[config.mk]
export PLATFORM = sky130hd
export DESIGN_NAME = lc3_reg_file_flat
export DESIGN_NICKNAME = d
export VERILOG_FILES = /design/src/rtl/lc3_reg_file_if.sv /design/src/rtl/lc3_reg_file.sv /design/src/flat_wrapper.sv
export SDC_FILE = /design/constraint.sdc
export NUM_CORES = 1
export LEC_CHECK = 0
export CORE_MARGIN = 1
export CORE_UTILIZATION = 55
export DETAILED_ROUTE_END_ITERATION = 10
export PLACE_DENSITY = 0.88
export SYNTH_ARGS = -nofsm -noshare
export SYNTH_HDL_FRONTEND = slang
export SYNTH_SLANG_ARGS = --single-unit
export TNS_END_PERCENT = 1
[constraint.sdc]
create_clock -name Clk -period 7.4 [get_ports Clk]
set_clock_uncertainty 0.1 [all_clocks]
set_input_delay 1.48 -clock Clk [delete_from_list [all_inputs] [get_ports Clk]]
set_output_delay 1.48 -clock Clk [all_outputs]
set_load 0.005 [all_outputs]
[src/rtl/lc3_reg_file_if.sv]
// Bundle of the LC-3 register-file datapath, condition-code and dump handshake signals.
// The datapath/debug side drives through master; the register file attaches as slave.
interface lc3_reg_file_if #(
  parameter int WIDTH = 16
);
  logic             LD_REG;
  logic [2:0]       DR;
  logic [2:0]       SR1;
  logic [2:0]       SR2;
  logic [WIDTH-1:0] BUS_in;
  logic             LD_CC;
  logic [WIDTH-1:0] SR1_OUT;
  logic [WIDTH-1:0] SR2_OUT;
  logic             N;
  logic             Z;
  logic             P;
  logic             dump_start;
  logic             dump_ready;
  logic             dump_valid;
  logic [2:0]       dump_idx;
  logic [WIDTH-1:0] dump_data;
  logic             dump_busy;

  modport master (
    output LD_REG, DR, SR1, SR2, BUS_in, LD_CC, dump_start, dump_ready,
    input  SR1_OUT, SR2_OUT, N, Z, P, dump_valid, dump_idx, dump_data, dump_busy
  );

  modport slave (
    input  LD_REG, DR, SR1, SR2, BUS_in, LD_CC, dump_start, dump_ready,
    output SR1_OUT, SR2_OUT, N, Z, P, dump_valid, dump_idx, dump_data, dump_busy
  );
endinterface

[src/rtl/lc3_reg_file.sv]
// LC-3 register file R0-R7 with NZP codes and a valid/ready register dump engine.
// Optional macro REGFILE_BYPASS_EN forwards a same-cycle write to the read ports.
module lc3_reg_file #(
  parameter int WIDTH = 16
) (
  input logic           Clk,
  input logic           Reset,
  lc3_reg_file_if.slave rf
);
  typedef enum logic {IDLE = 1'b0, SEND = 1'b1} dump_state_t;

  dump_state_t      state_q, state_d;
  logic [2:0]       idx_q, idx_d;
  logic [WIDTH-1:0] data_q, data_d;
  logic [WIDTH-1:0] regs_q [8];
  logic             n_q, z_q, p_q;

  // A capture landing on the register being written must see the new value.
  function automatic logic [WIDTH-1:0] capture_value(
    input logic [2:0]       idx,
    input logic             ld,
    input logic [2:0]       dr,
    input logic [WIDTH-1:0] bus,
    input logic [WIDTH-1:0] stored
  );
    return (ld && (dr == idx)) ? bus : stored;
  endfunction

  always_ff @(posedge Clk or posedge Reset) begin
    if (Reset) begin
      for (int i = 0; i < 8; i++) regs_q[i] <= {WIDTH{1'b0}};
    end else if (rf.LD_REG) begin
      regs_q[rf.DR] <= rf.BUS_in;
    end
  end

  always_ff @(posedge Clk or posedge Reset) begin
    if (Reset) begin
      n_q <= 1'b0;
      z_q <= 1'b1;
      p_q <= 1'b0;
    end else if (rf.LD_CC) begin
      n_q <= rf.BUS_in[WIDTH-1];
      z_q <= (rf.BUS_in == {WIDTH{1'b0}});
      p_q <= !rf.BUS_in[WIDTH-1] && (rf.BUS_in != {WIDTH{1'b0}});
    end
  end

  always_ff @(posedge Clk or posedge Reset) begin
    if (Reset) begin
      state_q <= IDLE;
      idx_q   <= 3'd0;
      data_q  <= {WIDTH{1'b0}};
    end else begin
      state_q <= state_d;
      idx_q   <= idx_d;
      data_q  <= data_d;
    end
  end

  always_comb begin
    state_d = state_q;
    idx_d   = idx_q;
    data_d  = data_q;
    case (state_q)
      IDLE: begin
        if (rf.dump_start) begin
          state_d = SEND;
          idx_d   = 3'd0;
          data_d  = capture_value(3'd0, rf.LD_REG, rf.DR, rf.BUS_in, regs_q[0]);
        end else begin
          state_d = IDLE;
        end
      end
      SEND: begin
        // dump_valid is 1 throughout SEND, so ready alone marks an accept.
        if (rf.dump_ready) begin
          if (idx_q == 3'd7) begin
            state_d = IDLE;
            idx_d   = 3'd0;
          end else begin
            idx_d  = idx_q + 3'd1;
            data_d = capture_value(idx_q + 3'd1, rf.LD_REG, rf.DR, rf.BUS_in,
                                   regs_q[idx_q + 3'd1]);
          end
        end else begin
          state_d = SEND;
        end
      end
      default: begin
        state_d = IDLE;
        idx_d   = 3'd0;
      end
    endcase
  end

`ifdef REGFILE_BYPASS_EN
  assign rf.SR1_OUT = (rf.LD_REG && (rf.SR1 == rf.DR)) ? rf.BUS_in : regs_q[rf.SR1];
  assign rf.SR2_OUT = (rf.LD_REG && (rf.SR2 == rf.DR)) ? rf.BUS_in : regs_q[rf.SR2];
`else
  assign rf.SR1_OUT = regs_q[rf.SR1];
  assign rf.SR2_OUT = regs_q[rf.SR2];
`endif

  assign rf.N          = n_q;
  assign rf.Z          = z_q;
  assign rf.P          = p_q;
  assign rf.dump_valid = (state_q == SEND);
  assign rf.dump_busy  = (state_q == SEND);
  assign rf.dump_idx   = idx_q;
  assign rf.dump_data  = data_q;
endmodule

[src/flat_wrapper.sv]
// flat-port wrapper written by rule: the top's interface ports become plain ports
module lc3_reg_file_flat 
#(
  parameter int WIDTH = 16
)
  (Clk, Reset, rf_LD_REG, rf_DR, rf_SR1, rf_SR2, rf_BUS_in, rf_LD_CC, rf_dump_start, rf_dump_ready, rf_SR1_OUT, rf_SR2_OUT, rf_N, rf_Z, rf_P, rf_dump_valid, rf_dump_idx, rf_dump_data, rf_dump_busy);
  lc3_reg_file_if #(.WIDTH(WIDTH)) rf_i ();
  input logic Clk;
  input logic Reset;
  input wire logic [$bits(rf_i.LD_REG)-1:0] rf_LD_REG;
  input wire logic [$bits(rf_i.DR)-1:0] rf_DR;
  input wire logic [$bits(rf_i.SR1)-1:0] rf_SR1;
  input wire logic [$bits(rf_i.SR2)-1:0] rf_SR2;
  input wire logic [$bits(rf_i.BUS_in)-1:0] rf_BUS_in;
  input wire logic [$bits(rf_i.LD_CC)-1:0] rf_LD_CC;
  input wire logic [$bits(rf_i.dump_start)-1:0] rf_dump_start;
  input wire logic [$bits(rf_i.dump_ready)-1:0] rf_dump_ready;
  output wire logic [$bits(rf_i.SR1_OUT)-1:0] rf_SR1_OUT;
  output wire logic [$bits(rf_i.SR2_OUT)-1:0] rf_SR2_OUT;
  output wire logic [$bits(rf_i.N)-1:0] rf_N;
  output wire logic [$bits(rf_i.Z)-1:0] rf_Z;
  output wire logic [$bits(rf_i.P)-1:0] rf_P;
  output wire logic [$bits(rf_i.dump_valid)-1:0] rf_dump_valid;
  output wire logic [$bits(rf_i.dump_idx)-1:0] rf_dump_idx;
  output wire logic [$bits(rf_i.dump_data)-1:0] rf_dump_data;
  output wire logic [$bits(rf_i.dump_busy)-1:0] rf_dump_busy;
  assign rf_i.LD_REG = rf_LD_REG;
  assign rf_i.DR = rf_DR;
  assign rf_i.SR1 = rf_SR1;
  assign rf_i.SR2 = rf_SR2;
  assign rf_i.BUS_in = rf_BUS_in;
  assign rf_i.LD_CC = rf_LD_CC;
  assign rf_i.dump_start = rf_dump_start;
  assign rf_i.dump_ready = rf_dump_ready;
  assign rf_SR1_OUT = rf_i.SR1_OUT;
  assign rf_SR2_OUT = rf_i.SR2_OUT;
  assign rf_N = rf_i.N;
  assign rf_Z = rf_i.Z;
  assign rf_P = rf_i.P;
  assign rf_dump_valid = rf_i.dump_valid;
  assign rf_dump_idx = rf_i.dump_idx;
  assign rf_dump_data = rf_i.dump_data;
  assign rf_dump_busy = rf_i.dump_busy;
  lc3_reg_file #(.WIDTH(WIDTH)) u_core (.Clk(Clk), .Reset(Reset), .rf(rf_i));
endmodule
After elaboration in Yosys (flattened, before gate mapping). Cells that the tools add are included. W data, S select, Z words.

Memories kept: 0. Bits in latches: 0. Memory bits (writable): 0. ROM bits: 0. Register bits: 151. Word-level logic and storage cells: 66.

Bitwise operators: 5. Reduce and logical (&&, ||, !) cells: 10. $add $sub $neg: 1. $lt $le $gt $ge: 5. Multiply operators: 0. Shifts and indexed selects: 0. Equal/unequal tests: 5. Divide/modulo/power cells: 0. Muxes and demuxes: 26.

Operator list (number): $mux W16 (12); $bmux W16 S3 (3); $bwmux W128 (1); $demux W16 S3 (1); $pmux W16 S2 (1); $ge A4 B4 Y1 const B (4); $logic_not A16 Y1 (1); $not A3 Y4 (4); $reduce_bool A16 Y1 (1); $mux W3 (3); $ne A2 B2 Y1 const B (3); $pmux W3 S2 (1); $logic_and A1 B1 Y1 (4); $lt A4 B1 Y1 const B (1); $add A3 B1 Y3 const B (1); $eq A3 B3 Y1 (1); $eq A3 B3 Y1 const B (1); $logic_not A3 Y1 (1); $mux W1 (3); $reduce_and A3 Y1 (1); $pmux W1 S2 (1); $reduce_and A2 Y1 (1); $logic_not A1 Y1 (1); $not A1 Y1 (1).

Longest topological paths before layout. Gate-level depths: netlist (run 1).

Depth in word-level cells: 9. Mapped depth: 8.

Least setup slack after synthesis (run 1). Ideal clock, no wire load.

Kind: input-to-output. Start point: input port rf_SR1[0]. End point: output port rf_SR1_OUT[0]. Stages: 4. Slack: 3.030 ns. Arrival time: 2.790 ns. Buffers on the path: 2. Cells stage by stage: clkbuf_1 -> buf_2 -> mux4_2 -> mux2_2.

Cells in the longest elaborated chain, start to end: 4.

Ends and longest elaborated chain: start, declared (line flat_wrapper.sv:12) `input wire logic [$bits(rf_i.SR1)-1:0] rf_SR1;`; $not A3 Y4 (not written as such) (line lc3_reg_file.sv:101) `assign rf.SR1_OUT = regs_q[rf.SR1];`; $bmux W16 S3 (line lc3_reg_file.sv:101); $mux W16 (not written as such) (2 in a row) (line lc3_reg_file.sv:101); end, declared (line flat_wrapper.sv:18) `output wire logic [$bits(rf_i.SR1_OUT)-1:0] rf_SR1_OUT;`.

No other way between the ends. The select of a mux whose other input is x is not followed.

Worst setup path in the final report (run 1).
Start point: input port rf_SR1[0]. End point: output port rf_SR1_OUT[6].

Same word-level chain as after synthesis.

==> flow_summary.json, run 1 <==
{
  "yosysWarnings": 0,
  "syn_avg_cell_area_um2": 15.1,
  "stdcell_count": 874,
  "status": "complete, no violations",
  "hpwlAfterDp_um": 14200,
  "final_area_um2": 10500,
  "placed_area_um2": 9850,
  "core_area_um2": 15800,
  "synth_top_area_cell": "dfrtp_1",
  "synth-async-reset-ratio_pct": 100,
  "track_usage_pct": 30.3,
  "synthAdderAreaFrac_pct": 0.282,
  "postCtsSetupRepairBufs": 0,
  "io_pins": 87,
  "relSlewSlack_pct": 16.5,
  "ys_top_cells_by_area": "dfrtp_1, mux4_2, mux2_2",
  "cts_resized": 0,
  "synth_cell_type_count": 40,
  "final_nets": 679,
  "synthCells": 588,
  "maxSlewViolCount": 0,
  "synthSimpleGateAreaFrac_pct": 3.84,
  "die_w_um": 129,
  "synth_nets": 621,
  "tightest_slew_ns": 1.25,
  "synth_flop_cell": "dfrtp_1",
  "fin_ws_ns": 1.98,
  "tritoncts": "built",
  "powerDensity_nw_per_um2": 360,
  "synth.most_common_cell": "mux2_2",
  "grt_pass1_vias": 6393,
  "wl_per_cell_um": 27.2,
  "placed_cells": 843,
  "clkLatencyLatePin_ns": 0.43,
  "muxShareOfSynthArea_pct": 47.1,
  "setup_viol": 0,
  "gp_congestion": 0.836,
  "syn_to_final_growth_pct": 17.9,
  "cts_buffers": 17,
  "post_drt_via_cell_ratio": 6.91,
  "synth_top_family_by_area": "multiplexers",
  "required_ns": 5.82,
  "antenna_found_initial": 0,
  "synth-seq-cells": 151,
  "synth_xor_area_share_pct": 0.296,
  "fin_setup_tns_ns": 0,
  "ys_seq_area_share_pct": 42.5,
  "max_stage_delay_ns": 0.62,
  "hold_buffers": 0,
  "drive_gt1_share_pct": 48.3,
  "worstSetupPathType": "input port to output port",
  "hold_viol_final": 0,
  "min_period_ns": 5.42,
  "final_util_pct": 66.2,
  "totalWireLength_um": 23800,
  "synth-edff-count": 0,
  "cts_sinks": 151,
  "cts_root_buf": "clkbuf_16",
  "hold_path_class": "register to register",
  "drcViolationCount": 0,
  "slowest_stage": "buf_2",
  "grt_max_degree": 79,
  "via_count": 6043,
  "first_pass_iters": 5,
  "arrival_ns": 3.84,
  "synth_top_area_share_pct": 42.2,
  "fmax_mhz": 184,
  "fillers": 1053,
  "crit_fanout": 21,
  "p_total_mw": 3.78,
  "initial_core_util_pct": 56.1,
  "place.port_buffers": 86,
  "crit_family": "buffers and inverters",
  "clk_transition_reported_paths_ns": 0.06,
  "setup.worst_path.start_class": "input port",
  "worst-path-buf-inv": 3,
  "rows": 46,
  "dpl_worst_slack_ns": 1.99,
  "die_height_um": 129,
  "power.leakage_nw": 4.11,
  "drv_cap": 0,
  "post-route-period-util_pct": 73.3,
  "ys_top_cells_by_count": "mux2_2, dfrtp_1, mux4_2, clkbuf_1, nand2_1",
  "synthesis.area_um2": 8880,
  "synth_compound_area_share_pct": 2.56,
  "h-tree-depth": 4,
  "dieArea_um2": 16700,
  "antenna_cells": 0,
  "grt_overflow": 0,
  "cts_buffer_depth": 2,
  "cp-end-kind": "output port",
  "rsz0062_at_grt": "false",
  "cp_cell_sequence": "buf_2 > buf_4 > mux4_2 > mux2_2 > clkdlybuf4s50_1",
  "grt_pass1_wl_um": 36800,
  "ant_nets": 0,
  "drtIter0Drc": 652,
  "whs_ns": 0.410,
  "vdd_drop_max_uv": 280
}
where the power goes:
part	switching (mW)	leakage [nW]	total, mW	internal, mW
clock	0.336	0.313	0.933	0.597
sequential	0.215	1.81	1.25	1.04
combinational	0.640	1.99	1.59	0.949
cells in the final DEF (no fill, tap or decap), types with 2 or more instances in the layout:
cell / n
nor4_1: 4
clkbuf_8: 4
buf_2: 2
bufinv_16: 4
clkinv_2: 3
mux2i_1: 12
nand3b_1: 2
mux2_2: 165
clkbuf_1: 2
mux4_2: 96
nor3b_2: 2
nand2_1: 22
nor2_1: 10
mux2_4: 2
o22ai_1: 8
buf_4: 16
nand4_1: 6
clkdlybuf4s50_1: 84
xnor2_1: 2
a211oi_1: 8
dfrtp_1: 150
nand4b_1: 3
o21ai_0: 3
a22o_1: 2
and4_1: 2
clkbuf_16: 17
a22oi_1: 4
nand2b_1: 2
nor2b_1: 2
o211ai_1: 4
flip-flops by register name, summed over array words and instances, names as in the netlist:
signal	count
u_core.rf.N	1
u_core.regs_q	128
u_core.rf.P	1
u_core.rf.dump_data	16
u_core.rf.dump_idx	3
u_core.rf.dump_busy	1
u_core.rf.Z	1
worst reg2reg max path, cell delays in order, from the launching register on:
cell and delay (ns):
dfrtp_1 0.36, buf_4 0.29, ha_1 0.28, ha_2 0.33
buf_4 0.51, xnor2_1 0.26, a41oi_2 0.78, nand2_1 0.15
nand4_1 0.15
per-layer routing:
| metal | vias up | global-route usage [%] | wire, um |
|---|---|---|---|
| met4 | 0 | 15.4 | 897 |
| met2 | 335 | 49.0 | 11900 |
| met5 | - | 0 | 0 |
| li1 | 2457 | - | - |
| met1 | 3162 | 38.9 | 9050 |
| met3 | 89 | 6.61 | 1890 |
cells by family (layout without fill, tap and decap cells):
family          after synthesis  count (layout)
mux                         276             276
flops                       151             151
buf+inv                      65             135
simple gates                 59              59
compound gates               32              32
xor+xnor                      3               3
fa+ha+maj                     2               2
path summary, 6_finish.rpt:
path	end	cells past startpoint	from	slack [ns]
setup / recovery	rf_SR1_OUT[6]	5	rf_SR1[0]	1.98
hold reg to reg	u_core.rf.dump_data[3]	2	u_core.rf.dump_data[3]	0.41
max in group asynchronous	u_core.regs_q[124]	3	Reset	4.29
hold / removal	u_core.rf.dump_data[3]	2	u_core.rf.dump_data[3]	0.41
setup reg to reg	u_core.rf.dump_data[2]	8	u_core.rf.dump_idx[0]	4.13
min in group asynchronous	u_core.regs_q[60]	2	Reset	1.46
layout make-up:
| type | count | area [um^2] | area share [%] |
|---|---|---|---|
| repair buffers | 102 | 971 | 9.27 |
| clock buffers | 23 | 488 | 4.66 |
| flip-flops and latches | 151 | 3780 | 36.1 |
| well taps | 216 | 270 | 2.58 |
| inverters | 2 | 12.5 | 0.119 |
| multi-input cells | 372 | 4810 | 45.9 |
| clock inverters | 8 | 144 | 1.37 |
Note: power is estimated with default switching activity, not from simulation.
==> run 2, diff against run 1 <==
Settings changed: CORE_UTILIZATION 55 to 52.
Clock period 7.4 ns to 4.7 ns, I/O delays scaled along.
==> flow_summary.json, run 2 (synthesized netlist as in run 1, its figures left out) <==
{
  "setup.worst_path.start_class": "input port",
  "maxSlewViolCount": 0,
  "drtIter0Drc": 596,
  "crit_family": "buffers and inverters",
  "hpwlAfterDp_um": 15100,
  "syn_to_final_growth_pct": 19.4,
  "drv_cap": 0,
  "fmax_mhz": 246,
  "post-route-period-util_pct": 86.5,
  "grt_overflow": 0,
  "hold_viol_final": 0,
  "cp_cell_sequence": "clkdlybuf4s50_1 > buf_4 > mux4_2 > mux2_2 > clkdlybuf4s50_1",
  "fin_setup_tns_ns": 0,
  "min_period_ns": 4.07,
  "track_usage_pct": 28.6,
  "clockPowerShare_pct": 25.5,
  "placed_area_um2": 9940,
  "final_nets": 687,
  "grt_max_degree": 152,
  "p_int_mw": 4.17,
  "h-tree-depth": 4,
  "wl_per_cell_um": 26.8,
  "p_total_mw": 6.04,
  "max_stage_delay_ns": 0.47,
  "dieArea_um2": 17600,
  "post_drt_via_cell_ratio": 6.82,
  "first_pass_iters": 4,
  "slowest_stage": "clkdlybuf4s50_1",
  "cpMostUsedCell": "clkdlybuf4s50_1",
  "antenna_cells": 0,
  "rsz0062_at_grt": "false",
  "core_area_um2": 16600,
  "top_register": "u_core.regs_q",
  "gp_congestion": 0.830,
  "p_seq_share_pct": 32.7,
  "cts_resized": 0,
  "rows": 47,
  "relSlewSlack_pct": 21.0,
  "status": "complete, no violations",
  "required_ns": 3.66,
  "antenna_found_initial": 0,
  "grt_pass1_vias": 6472,
  "clk_transition_reported_paths_ns": 0.06,
  "final_area_um2": 10600,
  "drcViolationCount": 0,
  "clkLatencyLatePin_ns": 0.43,
  "postCtsSetupRepairBufs": 0,
  "power.leakage_nw": 4.18,
  "crit_fanout": 32,
  "arrival_ns": 3.03,
  "cp-end-kind": "output port",
  "vdd_drop_max_uv": 323,
  "cts_root_buf": "clkbuf_16",
  "die_w_um": 133,
  "p_sw_mw": 1.87,
  "via_count": 6053,
  "tritoncts": "built",
  "die_height_um": 133,
  "largest_register_ffs": 128,
  "setup_viol": 0,
  "fillers": 1126,
  "cts_buffers": 17,
  "place.port_buffers": 86,
  "worst-path-buf-inv": 3,
  "drive_gt1_share_pct": 49.0,
  "pwr-share-comb_pct": 41.8,
  "cts_buffer_depth": 2,
  "grt_pass1_wl_um": 37400,
  "hold_path_class": "register to register",
  "switching_share_pct": 31.0,
  "dpl_worst_slack_ns": 0.680,
  "powerDensity_nw_per_um2": 569,
  "ant_nets": 0,
  "cts_sinks": 151,
  "final_common_cell": "mux2_2",
  "initial_core_util_pct": 53.4,
  "totalWireLength_um": 23800,
  "io_pins": 87,
  "stdcell_count": 887,
  "fin_ws_ns": 0.635,
  "hold_buffers": 0,
  "tightest_slew_ns": 1.18,
  "worstSetupPathType": "input port to output port",
  "placed_cells": 855,
  "final_cell_mix": "mux2_2, dfrtp_1, mux4_2"
}
run 2: area by class of cell:
type / count / area, um^2 / area share (%)
flip-flops and latches: 151 / 3780 / 35.6
multi-input cells: 372 / 4800 / 45.3
inverters: 2 / 11.3 / 0.106
clock inverters: 10 / 189 / 1.78
clock buffers: 22 / 484 / 4.56
well taps: 220 / 275 / 2.59
repair buffers: 110 / 1070 / 10.1
run 2: worst register-to-register path: cells and delay by family, from the launching register on:
kind                     cells  cell delay, ns
adder cells (fa/ha/maj)      1            1.09
flip-flops                   1            0.41
XOR/XNOR                     1            0.28
AO/OA/AOI/OAI                1            0.08
AND/OR/NAND/NOR              2            0.75
run 2: routing by layer:
metal / track usage (%) / part of all wire (%)
met4: 15.2 / 4.7
met5: 0 / 0
met1: 34.5 / 37
met2: 48.4 / 51
met3: 6.32 / 6.9
run 2: worst paths after layout:
| kind | from | end | slack [ns] | depth (start not counted) |
|---|---|---|---|---|
| max | rf_SR1[1] | rf_SR1_OUT[6] | 0.63 | 5 |
| min | u_core.rf.N | u_core.rf.N | 0.41 | 1 |
| max reg2reg | u_core.rf.dump_idx[1] | u_core.rf.dump_data[6] | 1.85 | 5 |
| min reg2reg | u_core.rf.N | u_core.rf.N | 0.41 | 1 |
| max in group asynchronous | Reset | u_core.regs_q[81] | 2.93 | 3 |
| min in group asynchronous | Reset | u_core.regs_q[57] | 0.99 | 3 |
run 2: per-stage QoR:
stage	util [%]	hold slack, ns
floorplan	-	0.387
global placement	59.7	0.381
detailed placement	59.7	0.396
CTS	63.8	0.421
global route	63.8	0.438
finish	63.8	0.410
run 2: power groups by stage:
stage	clock [mW]	combinational [mW]	sequential, mW
after floorplan	0	1.79	1.85
after global placement	0	2.42	1.92
after detailed placement	0	2.50	1.97
after CTS	1.55	2.53	1.96
after global routing	1.61	2.69	2.01
final	1.54	2.53	1.97
